`src/rtl/jt12_shx.sv`:
```
// Clock-enabled bit-slice delay line with runtime length, random-access tap and a
// serial save-state engine that dumps (rotates) or restores the contents one word per cycle.
module jt12_shx #(
  parameter int               width  = 5,
  parameter int               stages = 24,
  parameter logic [width-1:0] init   = '0,
  localparam int              LW     = $clog2(stages+1),
  localparam int              TW     = $clog2(stages)
) (
  input  logic             clk,
  input  logic             rst_n,
  input  logic             clk_en,
  input  logic [width-1:0] din,
  input  logic [LW-1:0]    len,
  output logic [width-1:0] drop,
  input  logic [TW-1:0]    tap_sel,
  output logic [width-1:0] tap,
  input  logic             ss_dump,
  input  logic             ss_load,
  output logic             ss_busy,
  output logic [width-1:0] ss_dout,
  output logic             ss_dvalid,
  input  logic [width-1:0] ss_din,
  input  logic             ss_din_valid
);

  // Save-state handshakes: ss_dout is valid on every cycle ss_dvalid is high and has no
  // ready (the consumer must take one word per cycle). ss_din is consumed on every LOAD
  // cycle where ss_din_valid is high; the engine is always ready while loading.
  typedef enum logic [1:0] {IDLE, DUMP, LOAD} state_t;

  state_t           state_q, state_d;
  logic [LW-1:0]    cnt_q, cnt_d;
  logic [width-1:0] e_q [stages];
  logic             shift_en;
  logic [width-1:0] shift_in;
  logic [LW-1:0]    len_c;
  logic [TW-1:0]    drop_idx, tap_idx;

  always_comb begin
    state_d  = state_q;
    cnt_d    = cnt_q;
    shift_en = 1'b0;
    shift_in = din;
    case (state_q)
      IDLE: begin
        shift_en = clk_en;
        if (ss_dump) begin
          state_d = DUMP;
          cnt_d   = '0;
        end else if (ss_load) begin
          state_d = LOAD;
          cnt_d   = '0;
        end
      end
      DUMP: begin
        // Rotating the oldest word back to the front makes a full dump non-destructive.
        shift_en = 1'b1;
        shift_in = e_q[stages-1];
        cnt_d    = cnt_q + LW'(1);
        if (cnt_q == LW'(stages-1)) begin
          state_d = IDLE;
          cnt_d   = '0;
        end
      end
      LOAD: begin
        if (ss_din_valid) begin
          shift_en = 1'b1;
          shift_in = ss_din;
          cnt_d    = cnt_q + LW'(1);
          if (cnt_q == LW'(stages-1)) begin
            state_d = IDLE;
            cnt_d   = '0;
          end
        end
      end
      default: begin
        state_d = IDLE;
        cnt_d   = '0;
      end
    endcase
  end

  always_ff @(posedge clk or negedge rst_n) begin
    if (!rst_n) begin
      state_q <= IDLE;
      cnt_q   <= '0;
    end else begin
      state_q <= state_d;
      cnt_q   <= cnt_d;
    end
  end

  always_ff @(posedge clk or negedge rst_n) begin
    if (!rst_n) begin
      for (int i = 0; i < stages; i++) e_q[i] <= init;
    end else if (shift_en) begin
      e_q[0] <= shift_in;
      for (int k = 1; k < stages; k++) e_q[k] <= e_q[k-1];
    end
  end

  // Out-of-range selects are clamped so the muxes never index past the storage.
  always_comb begin
    if (len == '0)                len_c = LW'(1);
    else if (int'(len) > stages)  len_c = LW'(stages);
    else                          len_c = len;
    drop_idx = TW'(len_c - LW'(1));
    if (int'(tap_sel) >= stages)  tap_idx = TW'(stages-1);
    else                          tap_idx = tap_sel;
  end

  assign drop      = e_q[drop_idx];
  assign tap       = e_q[tap_idx];
  assign ss_dout   = e_q[stages-1];
  assign ss_busy   = (state_q != IDLE);
  assign ss_dvalid = (state_q == DUMP);

endmodule

```
`config.mk`:
```
export PLATFORM = sky130hd
export DESIGN_NAME = jt12_shx
export DESIGN_NICKNAME = d
export VERILOG_FILES = /design/src/rtl/jt12_shx.sv
export SDC_FILE = /design/constraint.sdc
export NUM_CORES = 1
export LEC_CHECK = 0
export CAP_MARGIN = 20
export CORE_MARGIN = 1
export CORE_UTILIZATION = 60
export CTS_BUF_LIST = sky130_fd_sc_hd__clkbuf_8
export DETAILED_ROUTE_END_ITERATION = 12
export PLACE_DENSITY_LB_ADDON = 0.3
export SYNTH_ARGS = -nofsm -noshare
export SYNTH_HDL_FRONTEND = slang
export SYNTH_SLANG_ARGS = --single-unit
```
`constraint.sdc`:
```
create_clock -name clk -period 11.69 [get_ports clk]
set_clock_uncertainty 0.1 [all_clocks]
set_input_delay 2.338 -clock clk [delete_from_list [all_inputs] [get_ports clk]]
set_output_delay 2.338 -clock clk [all_outputs]
set_load 0.005 [all_outputs]
```
=== After elaboration in Yosys (flattened, before gate mapping) ===
Index checks and enable logic that the tools add are counted.

* Add/sub/neg operators: 2
* $lt $le $gt $ge: 4
* Eq/ne operators: 5
* Multiplexer cells: 23
* Bitwise logic cells: 2
* Reductions and logical operators: 4

{| class="wikitable"
|+ Operator list
! kind !! count
|-
| $mux W5 || 12
|-
| $bmux W5 S5 || 2
|-
| $pmux W5 S3 || 1
|-
| $ge A6 B6 Y1 const B || 2
|-
| $not A5 Y6 || 2
|-
| $pmux W5 S2 || 1
|-
| $mux W2 || 4
|-
| $pmux W2 S3 || 1
|-
| $add A5 B1 Y5 const B || 1
|-
| $eq A5 B5 Y1 const B || 1
|-
| $ge A5 B5 Y1 const B || 1
|-
| $gt A5 B5 Y1 const B || 1
|-
| $logic_not A5 Y1 || 1
|-
| $sub A5 B1 Y5 const B || 1
|-
| $ne A3 B3 Y1 const B || 1
|-
| $pmux W1 S3 || 1
|-
| $eq A2 B1 Y1 const B || 1
|-
| $eq A2 B2 Y1 const B || 1
|-
| $logic_not A2 Y1 || 1
|-
| $ne A2 B2 Y1 const B || 1
|-
| $reduce_and A2 Y1 || 1
|-
| $reduce_bool A2 Y1 || 1
|-
| $mux W1 || 1
|}

* Register bits after elaboration: 127
* Input port bits: 26
* Output and inout bits: 17
* Logic and storage cells: 66

=== Depth between registers and ports, before layout ===
* Word-level depth: 8
* Gate-level depth with buffers: 14
* Depth with buffers taken out: 10

=== Least setup slack after synthesis ===
OpenSTA, ideal clock, no wires.

* Path kind: input to output
* Start: input len[4]
* End: output drop[0]
* Arrival: 4.809 ns
* Required time: 9.252 ns
* Path slack: 4.443 ns
* Stages: 13
* Path buffers: 5
* Cells stage by stage: buf_4 -> o41ai_2 -> buf_4 -> inv_4 -> clkbuf_1 -> ha_1 -> buf_1 -> inv_1 -> and2_1 -> clkbuf_1 -> a32oi_1 -> nand3_1 -> nand3_1

* Cells in the longest elaborated chain, start to end: 8
* Elaborated cells on any way between the ends: 9
* Those cells by class: add/sub (1); order compare (1); mux (5); bitwise (1); reduce/logical (1)

{| class="wikitable"
|+ RTL lines
! item !! RTL line !! source
|-
| start, declared || 14 || <nowiki>input logic [LW-1:0] len,</nowiki>
|-
| $gt A5 B5 Y1 || 106 || <nowiki>else if (int'(len) > stages) len_c = LW'(stages);</nowiki>
|-
| $mux W5 || 106 ||
|-
| $mux W5 * || 105 || <nowiki>if (len == '0) len_c = LW'(1);</nowiki>
|-
| $sub A5 B1 Y5 * || 108 || <nowiki>drop_idx = TW'(len_c - LW'(1));</nowiki>
|-
| $not A5 Y6 (not written as such) * || 113 || <nowiki>assign drop = e_q[drop_idx];</nowiki>
|-
| $bmux W5 S5 * || 113 ||
|-
| $mux W5 (not written as such) * (2 in series) || 113 ||
|-
| end, declared || 15 || <nowiki>output logic [width-1:0] drop,</nowiki>
|}

Every way passes the cells marked *; elsewhere a longest branch is shown, timed or not. The select of a mux whose other input is x is not followed.

=== Final worst setup path ===
* Start: input len[4]
* End: output drop[2]

The elaborated chain is that of the path after synthesis.

==> flow_metrics.env <==
export IMPL_viasPerCell=6.68
export IMPL_grt_usage_pct=30.7
export IMPL_tightestPinTransition_ns=1.18
export IMPL_numPortBuffers=42
export IMPL_post_cts_setup_buffers=0
export IMPL_antenna_found_initial=0
export IMPL_synth_cell_type_count=51
export IMPL_synthFlopType="dfrtp_1"
export IMPL_fin_crit_sh_pct=80.1
export IMPL_hp_class="reg -> reg"
export IMPL_clock_latency_ns=0.44
export IMPL_cts_root_buf="clkbuf_8"
export IMPL_worstPathCellList="clkdlybuf4s50_1, o41ai_4, buf_4, inv_4, ha_1, xnor2_4, buf_4, and2_1, nand3_1, o2111ai_1, o211ai_1, clkdlybuf4s50_1"
export IMPL_netlist_instances=699
export IMPL_wirelength_microns=18100
export IMPL_ys_seq_elements=127
export IMPL_critPathMaxFanout=37
export IMPL_clk_pin_slew_ns=0.07
export IMPL_ir_drop_mv=0.164
export IMPL_fin_nets=745
export IMPL_cts_hold_buf=0
export IMPL_htree_num_levels=4
export IMPL_outcome="finished, final reports clean"
export IMPL_critPathMaxStageDelay_ns=0.86
export IMPL_top_usage_layer="met2"
export IMPL_crit_slowest_cell="xnor2_4"
export IMPL_synth_edff_count=0
export IMPL_gr_usage_met2_pct=48.8
export IMPL_p_per_area_mw_per_mm2=264
export IMPL_grt_start_max_net_pins=89
export IMPL_maxCapViolations=0
export IMPL_grt_pass1_wl_microns=30000
export IMPL_finalPower_mw=2.16
export IMPL_finalHoldViolCount=0
export IMPL_setup_viol=0
export IMPL_synth_nets=731
export IMPL_drive_gt1_share_pct=17.6
export IMPL_ioPinCount=43
export IMPL_postSynth_asyncResetShare_pct=100
export IMPL_die_width_microns=113
export IMPL_cts_tree="yes"
export IMPL_arrival_ns=6.93
export IMPL_fin_area_sq_mm=0.00819
export IMPL_worstSetupPathType="in -> out"
export IMPL_timing_fmax_ghz=0.107
export IMPL_final_util_pct=68.4
export IMPL_crit_path_end_kind="primary output"
export IMPL_synth_top_area_share_pct=43.2
export IMPL_fin_crit_ns=9.37
export IMPL_syn_to_final_growth_pct=11.2
export IMPL_synth_area_per_cell_sq_um=10.5
export IMPL_place_area_sq_mm=0.00774
export IMPL_slew_limit_headroom_pct=21.6
export IMPL_seqCellArea_sq_mm=0.00318
export IMPL_vias=5836
export IMPL_postCtsResizedCells=0
export IMPL_cts_sinks=127
export IMPL_clk_path_buf_depth=2
export IMPL_yosys_warnings=0
export IMPL_finalMaxSlewViolations=0
export IMPL_yosys_top_cells_area="dfrtp_1 (43%), mux2_2 (11%), mux2_1 (6.9%)"
export IMPL_synth_yosys_seq_area_share_pct=43.2
export IMPL_place_congestion=0.839
export IMPL_met3_usage_pct=6.80
export IMPL_use_met1_pct=40.3
export IMPL_routedWlPerCell_microns=20.7
export IMPL_die_area_sq_mm=0.0127
export IMPL_rsz0062_at_grt="false"
export IMPL_drt_pass1_iter_count=5
export IMPL_synth_common_cells="nand2_1 (128), dfrtp_1 (127), mux2_2 (72)"
export IMPL_ant_nets=0
export IMPL_grt_pass1_vias=5879
export IMPL_start_util_pct=61.5
export IMPL_required_ns=9.25
export IMPL_nFillCells=905
export IMPL_yosysTopAreaCell="dfrtp_1"
export IMPL_diodes=0
export IMPL_gr_total_overflow=0
export IMPL_pre_cts_ws_ns=2.39
export IMPL_leakage_nw=3.48
export IMPL_die_h_microns=113
export IMPL_postLayoutSetupSlackWorst_ns=2.32
export IMPL_stdcell_count=873
export IMPL_fin_tns_setup_ns=0
export IMPL_hold_ws_ns=0.444
export IMPL_cts_buffers=17
export IMPL_drc_errors=0
export IMPL_place_inst=840
export IMPL_dp_hpwl_microns=11900
export IMPL_rows=40
export IMPL_drtIter0Drc=588
export IMPL_synth_most_common_cell="nand2_1"
export IMPL_core_area_sq_mm=0.0120
export IMPL_critPathLaunchType="input pin"
export IMPL_syn_cell_area_sq_mm=0.00736
export IMPL_multi_input_area_sq_mm=0.00386
## layout make-up
class,count,share of cell area (%)
multi-input combinational,509,47.2
tap,147,2.25
sequential,127,38.8
inverter,5,0.260
clock buffer,20,3.36
clock inverter,12,1.73
timing repair buffer,53,6.36
## power breakdown
part / internal (mW) / total [mW] / switching, mW / leakage [nW]
sequential: 0.657 / 0.901 / 0.244 / 1.55
combinational: 0.469 / 0.855 / 0.386 / 1.71
clock: 0.225 / 0.401 / 0.175 / 0.217
## placed cells by master (no fill, tap or decap), types with 4 or more instances in the layout
master and n:
nor2b_1 19, nor2_1 9, mux2i_1 40, o21ai_0 9, nand3_1 34, dfrtp_1 127
a22oi_1 5, clkinv_2 4, a221oi_1 10, a31oi_1 12, clkdlybuf4s50_1 41, o21ai_1 7
o211ai_1 5, mux2_2 72, nor3_1 7, buf_4 11, nand2_1 128, inv_1 6
mux4_2 5, a21o_1 4, clkbuf_8 20, a21oi_1 9, a22o_1 7, a211oi_1 16
and3_1 5, ha_1 6, o311ai_1 5, a311oi_1 20, mux2_1 45
## metal layers
| metal | wire, microns | share of wire [%] | vias up |
|---|---|---|---|
| met5 | 0 | 0 | - |
| met4 | 558 | 3.1 | 0 |
| met3 | 1360 | 7.5 | 59 |
| met2 | 8590 | 47 | 289 |
| met1 | 7590 | 42 | 2889 |
| li1 | - | - | 2599 |
## state kept, by name (all words and copies together) (netlist names)
register and count:
state_q 2, ss_dout 5, e_q 115, cnt_q 5
## cell families (layout without fill, tap and decap cells)
kind of cell / count (synthesis) / after routing / synth area share, %
simple gates: 219 / 219 / 13.4
mux: 162 / 162 / 24.9
flops: 127 / 127 / 43.2
compound gates: 121 / 121 / 12.6
buf+inv: 63 / 90 / 4.56
fa+ha+maj: 6 / 6 / 1.02
xor+xnor: 1 / 1 / 0.374
## worst max-delay path, delay by kind of cell
kind	cells	cell delay [ns]
and+or+nand+nor	2	0.46
buffers and inverters	5	2.18
AOI/OAI and AO/OA	3	0.69
adders and majority gates	1	0.38
xor gates and xnor gates	1	0.86
## path summary, 6_finish.rpt
path | cells after the start | from | to | slack [ns]
setup / recovery | 12 | len[4] | drop[2] | 2.32
hold / removal | 1 | cnt_q[1] | cnt_q[1] | 0.44
setup reg to reg | 7 | state_q[0] | e_q[77] | 8.25
hold reg to reg | 1 | cnt_q[1] | cnt_q[1] | 0.44
max in group asynchronous | 3 | rst_n | e_q[38] | 8.66
min in group asynchronous | 1 | rst_n | e_q[90] | 1.81
No activity file was read; power rests on OpenSTA's default activity.
